<file path="config.mk">
export PLATFORM = sky130hd
export DESIGN_NAME = dlcount_bcd_flat
export DESIGN_NICKNAME = d
export VERILOG_FILES = /design/src/rtl/dlcount_bcd_if.sv /design/src/rtl/dlcount_bcd.sv /design/src/flat_wrapper.sv
export SDC_FILE = /design/constraint.sdc
export NUM_CORES = 1
export LEC_CHECK = 0
export CELL_PAD_IN_SITES_DETAIL_PLACEMENT = 0
export CELL_PAD_IN_SITES_GLOBAL_PLACEMENT = 1
export CORE_MARGIN = 2
export CORE_UTILIZATION = 35
export DETAILED_ROUTE_END_ITERATION = 8
export DONT_BUFFER_PORTS = 1
export HOLD_SLACK_MARGIN = 0.02
export PLACE_DENSITY = 0.71
export SLEW_MARGIN = 25
export SYNTH_ARGS = -nofsm -noshare
export SYNTH_HDL_FRONTEND = slang
export SYNTH_SLANG_ARGS = --single-unit
</file>
<file path="constraint.sdc">
create_clock -name clk -period 1.4 [get_ports clk]
set_input_delay 0.28 -clock clk [delete_from_list [all_inputs] [get_ports clk]]
set_output_delay 0.28 -clock clk [all_outputs]
set_load 0.005 [all_outputs]
</file>
<file path="src/rtl/dlcount_bcd_if.sv">
// Control/status bundle between the counter control source and dlcount_bcd.
// The down input exists only when DLCOUNT_DOWN_EN is defined.
interface dlcount_bcd_if #(
   parameter int DIGITS = 4
);
   logic                  start;
   logic                  stop;
   logic                  clear;
   logic                  load;
   logic [4*DIGITS-1:0]   load_val;
`ifdef DLCOUNT_DOWN_EN
   logic                  down;
`endif
   logic [4*DIGITS-1:0]   count;
   logic                  tick;
   logic                  carry;
   logic                  running;
   logic [1:0]            state;

`ifdef DLCOUNT_DOWN_EN
   modport master (
      output start, stop, clear, load, load_val, down,
      input  count, tick, carry, running, state
   );

   modport slave (
      input  start, stop, clear, load, load_val, down,
      output count, tick, carry, running, state
   );
`else
   modport master (
      output start, stop, clear, load, load_val,
      input  count, tick, carry, running, state
   );

   modport slave (
      input  start, stop, clear, load, load_val,
      output count, tick, carry, running, state
   );
`endif
endinterface

</file>
<file path="src/rtl/dlcount_bcd.sv">
// Multi-digit BCD event counter stepped by rising edges of the slow dlclk wave,
// sampled in the clk domain. Define DLCOUNT_DOWN_EN to add the down-count direction.
module dlcount_bcd #(
   parameter int DIGITS = 4
) (
   input  logic         clk,
   input  logic         rst,
   input  logic         dlclk,
   dlcount_bcd_if.slave bus
);
   localparam int W = 4 * DIGITS;

   localparam logic [1:0] S_IDLE = 2'd0;
   localparam logic [1:0] S_RUN  = 2'd1;
   localparam logic [1:0] S_HOLD = 2'd2;

   logic           sync1;
   logic           sync2;
   logic           edge_q;
   logic           rise;
   logic           tick_q;
   logic           carry_q;
   logic [1:0]     state_q;
   logic [1:0]     state_d;
   logic [W-1:0]   count_q;
   logic [W-1:0]   load_clamped;
   logic [W-1:0]   inc_val;
   logic [W-1:0]   step_val;
   logic           up_cy;
   logic           step_wrap;
   logic           step_en;
`ifdef DLCOUNT_DOWN_EN
   logic [W-1:0]   dec_val;
   logic           dn_cy;
`endif

   // dlclk is treated as plain data: two flops for metastability, one for edge history
   assign rise    = sync2 & ~edge_q;
   assign step_en = (state_q == S_RUN) & rise;

   always_comb begin
      state_d = state_q;
      if (bus.clear) begin
         state_d = S_IDLE;
      end else begin
         case (state_q)
            S_IDLE:  if (bus.start)               state_d = S_RUN;
            S_RUN:   if (bus.stop)                state_d = S_HOLD;
            S_HOLD:  if (bus.start && !bus.stop)  state_d = S_RUN;
            default:                              state_d = S_IDLE;
         endcase
      end
   end

   always_comb begin
      load_clamped = '0;
      for (int i = 0; i < DIGITS; i++) begin
         if (bus.load_val[4*i +: 4] > 4'd9)
            load_clamped[4*i +: 4] = 4'd9;
         else
            load_clamped[4*i +: 4] = bus.load_val[4*i +: 4];
      end
   end

   // Ripple increment: up_cy survives the loop only when every digit was 9
   always_comb begin
      inc_val = count_q;
      up_cy   = 1'b1;
      for (int i = 0; i < DIGITS; i++) begin
         if (up_cy) begin
            if (count_q[4*i +: 4] == 4'd9) begin
               inc_val[4*i +: 4] = 4'd0;
            end else begin
               inc_val[4*i +: 4] = count_q[4*i +: 4] + 4'd1;
               up_cy             = 1'b0;
            end
         end
      end
   end

`ifdef DLCOUNT_DOWN_EN
   always_comb begin
      dec_val = count_q;
      dn_cy   = 1'b1;
      for (int i = 0; i < DIGITS; i++) begin
         if (dn_cy) begin
            if (count_q[4*i +: 4] == 4'd0) begin
               dec_val[4*i +: 4] = 4'd9;
            end else begin
               dec_val[4*i +: 4] = count_q[4*i +: 4] - 4'd1;
               dn_cy             = 1'b0;
            end
         end
      end
   end

   always_comb begin
      step_val  = bus.down ? dec_val : inc_val;
      step_wrap = bus.down ? dn_cy   : up_cy;
   end
`else
   always_comb begin
      step_val  = inc_val;
      step_wrap = up_cy;
   end
`endif

   always_ff @(posedge clk) begin
      if (rst) begin
         sync1   <= 1'b0;
         sync2   <= 1'b0;
         edge_q  <= 1'b0;
         tick_q  <= 1'b0;
         carry_q <= 1'b0;
         count_q <= '0;
         state_q <= S_IDLE;
      end else begin
         sync1   <= dlclk;
         sync2   <= sync1;
         edge_q  <= sync2;
         tick_q  <= rise;
         state_q <= state_d;
         carry_q <= 1'b0;
         // clear and load both override a step landing in the same cycle
         if (bus.clear) begin
            count_q <= '0;
         end else if (bus.load) begin
            count_q <= load_clamped;
         end else if (step_en) begin
            count_q <= step_val;
            carry_q <= step_wrap;
         end
      end
   end

   assign bus.count   = count_q;
   assign bus.tick    = tick_q;
   assign bus.carry   = carry_q;
   assign bus.running = (state_q == S_RUN);
   assign bus.state   = state_q;
endmodule

</file>
<file path="src/flat_wrapper.sv">
// flat-port wrapper written by rule: the top's interface ports become plain ports
module dlcount_bcd_flat 
#(
   parameter int DIGITS = 4
)
  (clk, rst, dlclk, bus_start, bus_stop, bus_clear, bus_load, bus_load_val, bus_count, bus_tick, bus_carry, bus_running, bus_state);
  dlcount_bcd_if #(.DIGITS(DIGITS)) bus_i ();
  input  logic clk;
  input  logic rst;
  input  logic dlclk;
  input wire logic [$bits(bus_i.start)-1:0] bus_start;
  input wire logic [$bits(bus_i.stop)-1:0] bus_stop;
  input wire logic [$bits(bus_i.clear)-1:0] bus_clear;
  input wire logic [$bits(bus_i.load)-1:0] bus_load;
  input wire logic [$bits(bus_i.load_val)-1:0] bus_load_val;
  output wire logic [$bits(bus_i.count)-1:0] bus_count;
  output wire logic [$bits(bus_i.tick)-1:0] bus_tick;
  output wire logic [$bits(bus_i.carry)-1:0] bus_carry;
  output wire logic [$bits(bus_i.running)-1:0] bus_running;
  output wire logic [$bits(bus_i.state)-1:0] bus_state;
  assign bus_i.start = bus_start;
  assign bus_i.stop = bus_stop;
  assign bus_i.clear = bus_clear;
  assign bus_i.load = bus_load;
  assign bus_i.load_val = bus_load_val;
  assign bus_count = bus_i.count;
  assign bus_tick = bus_i.tick;
  assign bus_carry = bus_i.carry;
  assign bus_running = bus_i.running;
  assign bus_state = bus_i.state;
  dlcount_bcd #(.DIGITS(DIGITS)) u_core (.clk(clk), .rst(rst), .dlclk(dlclk), .bus(bus_i));
endmodule
</file>
[Word level (Yosys, flattened, before mapping)]
Index checks and enable logic that the tools add are counted.
Cells by class
  $add $sub $neg: 4
  $mul: 0
  divide/modulo/power cells: 0
  order comparisons: 4
  equal/unequal tests: 9
  shift operators: 0
  muxes and demuxes: 23
  bitwise logic cells: 5
  reduce and logical (&&, ||, !) cells: 13
Operator list (number)
  2-to-1 mux 4 bit: 11
  2-to-1 mux 16 bit: 2
  adder 4 x 1 -> 4 bit (second input constant): 4
  == test 4 bit (second input constant): 4
  greater-than comparator 4 bit (second input constant): 4
  nonzero test 2 bit: 4
  2-to-1 mux 1 bit: 6
  2-to-1 mux 2 bit: 3
  case mux 2 bit (3 select lines): 1
  AND reduction 2 bit: 3
  OR reduction 5 bit: 1
  != test 2 bit (second input constant): 2
  inverter 1 bit: 3
  AND reduction 3 bit: 1
  bitwise AND 1 bit: 2
  == test 2 x 1 -> 1 bit (second input constant): 1
  == test 2 bit (second input constant): 1
  zero test 2 bit: 1
  != test 2 x 1 -> 1 bit (second input constant): 1
  OR reduction 2 bit: 1
  logical AND 1 bit: 1
  zero test 1 bit: 1
Word-level totals
  bits in registers: 23
  latch bits: 0
  RAM bits: 0
  bits in read-only memories: 0
  input bits: 23
  output and inout bits: 21
  word-level logic and storage cells: 68
  memories kept: 0

[Depth between registers and ports, before layout]
  word-level depth: 7
  gate-level depth with buffers: 5
  depth with buffers taken out: 4

[Worst setup path before layout]
Ideal clock, no wire load.
  path kind: reg-to-reg
  start: reg u_core.count_q[0], in the netlist u_core.bus.count[0]
  end: reg u_core.count_q[13], in the netlist u_core.bus.count[13]
  arrival time: 1391 ps
  required time: 1278 ps
  slack: -112 ps
  cell stages (with the launch flop): 6
  period minus slack after synthesis: 1512 ps
  path through: dfxtp_1 > buf_4 > and4bb_4 > nand4_4 > o21a_1 > o311a_1
On the way
  longest elaborated chain between the ends: 6
Ends and longest elaborated chain
  start, declared: RTL line dlcount_bcd.sv:25  | logic [W-1:0] count_q;
  start signal, assigned: RTL line dlcount_bcd.sv:128  | count_q <= load_clamped;
  start signal, assigned: RTL line dlcount_bcd.sv:130  | count_q <= step_val;
  == test 4 bit: RTL line dlcount_bcd.sv:71  | if (count_q[4*i +: 4] == 4'd9) begin
  2-to-1 mux 1 bit: RTL line dlcount_bcd.sv:71
  2-to-1 mux 1 bit (2 in a row): RTL line dlcount_bcd.sv:70  | if (up_cy) begin
  nonzero test 2 bit (no source line)
  AND reduction 2 bit (no source line)
Every way passes these cells.
A chain may end at the register's enable or synchronous reset.

[Final worst setup path]
  start: reg u_core.count_q[6], in the netlist u_core.bus.count[6]
  end: reg u_core.count_q[14], in the netlist u_core.bus.count[14]
The elaborated chain is that of the path after synthesis.

==> reports/results.ini <==
[die]
initial_utilization_pct = 36.05
placementRows = 22
fp.dieH_um = 65.18
top_level_port_count = 44
floorplan_core_area_um2 = 3633
floorplan.die.width_um = 65.18
floorplan.die_area_um2 = 4248

[worst_setup_path]
worst_ep_required_time_ps = 1560
timing.critical_path.buf_inv = 0
path_class = register to register
critical-path-top-delay-family = simple AND/OR/NAND/NOR gates
arrival_ps = 1640
worst_path_largest_cell_delay_ps = 400
worstSetupStartpointType = register
critical_path_peak_fanout = 4
critPathSlowestCell = and4bb_2
worstSetupStartpoint = u_core.bus.count[6]$_SDFFE_PP0P_
timing.critical_path.to_type = register
r2r_path_start = u_core.bus.count[6]$_SDFFE_PP0P_
worstPathCellList = and4bb_2 -> nand4_4 -> mux2_4 -> a2111oi_4

[sta]
period_minus_slack_ps = 1475
fmax_ghz = 0.6781
min_period_over_period_pct = 105.3
final_hold_viol_count = 0
tightestPinTransition_ps = 302.6
fin_setup_tns_ps = -313.7
max_slew_margin_pct = 79.82
final_max_slew_viol_count = 0
rsz0062_at_grt = true
setup_ws_ps = -74.71
finalSetupViolations = 6
final.setup_skew_ps = 9.357

[finish]
final_design_instance_area_without_fill_um2 = 1655
finalNetCount = 197
antenna_cells_inserted = 0
layout-drive-gt1-share_pct = 32.95
areaGrowthSynthToFinish_pct = 26.36
fill_cells = 362

[worst_hold_path]
worst_hold_startpoint = rst
worst_min_delay_path_class = primary input to register

[logic_synthesis]
yosysMostFrequentCell = dfxtp_1
syn_area_per_cell_um2 = 8.733
share_of_async_settable_or_async_resettable_flops_after_synthesis_pct = 0
synth.distinct_cells = 47
netlist_area_um2 = 1310
synth-main-ff-cell = dfxtp_1
top_cell_type_s_share_of_synthesized_area_pct = 35.15
postSynthCellCount = 150
synth.net_count = 173
synth_top_cell_by_area = dfxtp_1
yosysWarnings = 0
post_synth_most_frequent_cells = dfxtp_1 (23), nor2_1 (12), inv_1 (9)
synth.top_cells.by_area = dfxtp_1 (35%), nor2_1 (3.4%), a221oi_1 (3.3%), nor2b_1 (3.3%), a21oi_1 (3.1%)
seq_area_frac_synth_pct = 35.15
yosys_register_bits = 23
synth-edff-count = 0

[clock_network]
cts_tree = built
htree_levels = 1
number_of_buffers_created_by_cts = 3
clock-sinks = 23
cts_root_buffer = clkbuf_8
postCtsHoldBufs = 0
cts_max_path_buffers = 2
path_clk_slew_ps = 90
clock_insertion_delay_worst_skew_ps = 260

[run]
max_cap_violations = 0

[global_route]
gr-total-overflow = 0
first_pass_grt_wire_length_mm = 5.430
grt_usage_pct = 16.20
first_global_vias = 1182
grt_max_degree = 22
antenna_found_initial = 0

[routing]
drc = 0
wire_per_inst_um = 15.27
routed-via-count = 1219
dr.first_iter.drc_count = 44
drt_pass1_iterations = 4
detail_route.vias_per_cell = 5.516
drt-total-wl_mm = 3.374
detail-route-antenna-nets = 0

[placement]
place_hpwl_mm = 2.557
placed_area_um2 = 1519
place.gp.congestion = 0.8122
detailedPlace.worstSlack_ps = -97.06
place.port_buffers = 0

[power_and_ir_drop]
p_leak_nw = 0.6416
power-per-cell-area_nw_per_um2 = 772.9
irDropWorstVdd_uv = 512.0

[status]
outcome = finished, violations left
failing_checks = setup timing

metal layers:
metal  routed length [µm]  part of all wire, %  track usage, %  vias up
met5                    0                    0               0        -
met4                   23                 0.68           3.906        0
met3                  249                  7.4           3.767        2
met2                 1607                   48           27.17       45
met1                 1493                   44           21.04      568
li1                     -                    -               -      604
state kept, by name, summed over array words and instances (netlist names):
signal            flops
u_core.bus.state      2
u_core.edge_q         1
u_core.sync1          1
u_core.bus.carry      1
u_core.bus.count     16
u_core.bus.tick       1
u_core.sync2          1
where the power goes:
group	total [W]	internal, W	switching, W
Clock	0.000413	0.000203	0.000210
Combinational	0.000174	0.0000841	0.0000903
Sequential	0.000692	0.000677	0.0000156
final cells by class:
| cell class | instances | area (µm²) | share of cell area [%] |
|---|---|---|---|
| multi-input cells | 110 | 832.0 | 50.26 |
| inverters | 10 | 37.54 | 2.268 |
| flip-flops and latches | 23 | 469.2 | 28.34 |
| well taps | 48 | 60.06 | 3.628 |
| repair buffers | 26 | 211.5 | 12.77 |
| clock buffers | 4 | 45.04 | 2.721 |
cell usage in the layout, fill, tap and decap left out, types with 2 or more instances in the layout:
cell type   n
nand4_4     2
dfxtp_2     7
inv_2       2
and4bb_4    2
o21a_1      2
o21ai_0     7
nor2_1     12
nand3_1     7
a221oi_1    4
a21oi_1     7
nand2_1     3
and3_1      2
buf_4      24
xnor2_1     2
nor2b_1     7
xor2_1      3
dfxtp_1    16
a21boi_0    2
nor3_1      6
a22oi_1     3
o311a_1     2
inv_1       7
a211oi_1    2
o31ai_1     2
mux2i_1     2
nand2b_1    3
and4bb_2    2
clkbuf_8    3
final timing paths:
path | endpoint | depth (start not counted) | slack, ps
worst max register to register | u_core.bus.count[14]$_SDFFE_PP0P_ | 4 | -70
worst min-delay path | u_core.sync1$_SDFF_PP0_ | 1 | 80
worst min register to register | u_core.bus.tick$_SDFF_PP0_ | 1 | 410
worst max-delay path | u_core.bus.count[14]$_SDFFE_PP0P_ | 4 | -70
what timing repair did:
| item | CTS | global route |
|---|---|---|
| setup endpoints to repair | 8 | 15 |
| pin swaps | 7 | 8 |
| resized for setup | 3 | 13 |
| setup buffers | 1 | 3 |
logic make-up after synthesis:
group	share of synthesized area, %
AOI/OAI and AO/OA	24.74
xor gates and xnor gates	4.012
buffers and inverters	5.443
DFF	35.15
muxes	2.674
and+or+nand+nor	27.99
through the flow:
step / power (W) / std cells / hold WS (ps) / util, %
floorplan: 0.0008193 / 150 / 351.6 / -
global placement: 0.0008666 / 213 / 352.9 / 41.80
detailed placement: 0.0008702 / 213 / 356.4 / 41.80
CTS: 0.001278 / 218 / 81.70 / 43.63
global route: 0.001339 / 221 / 69.30 / 45.56
finish: 0.001279 / 221 / 84.39 / 45.56
Power figures use the tool's default switching activity.
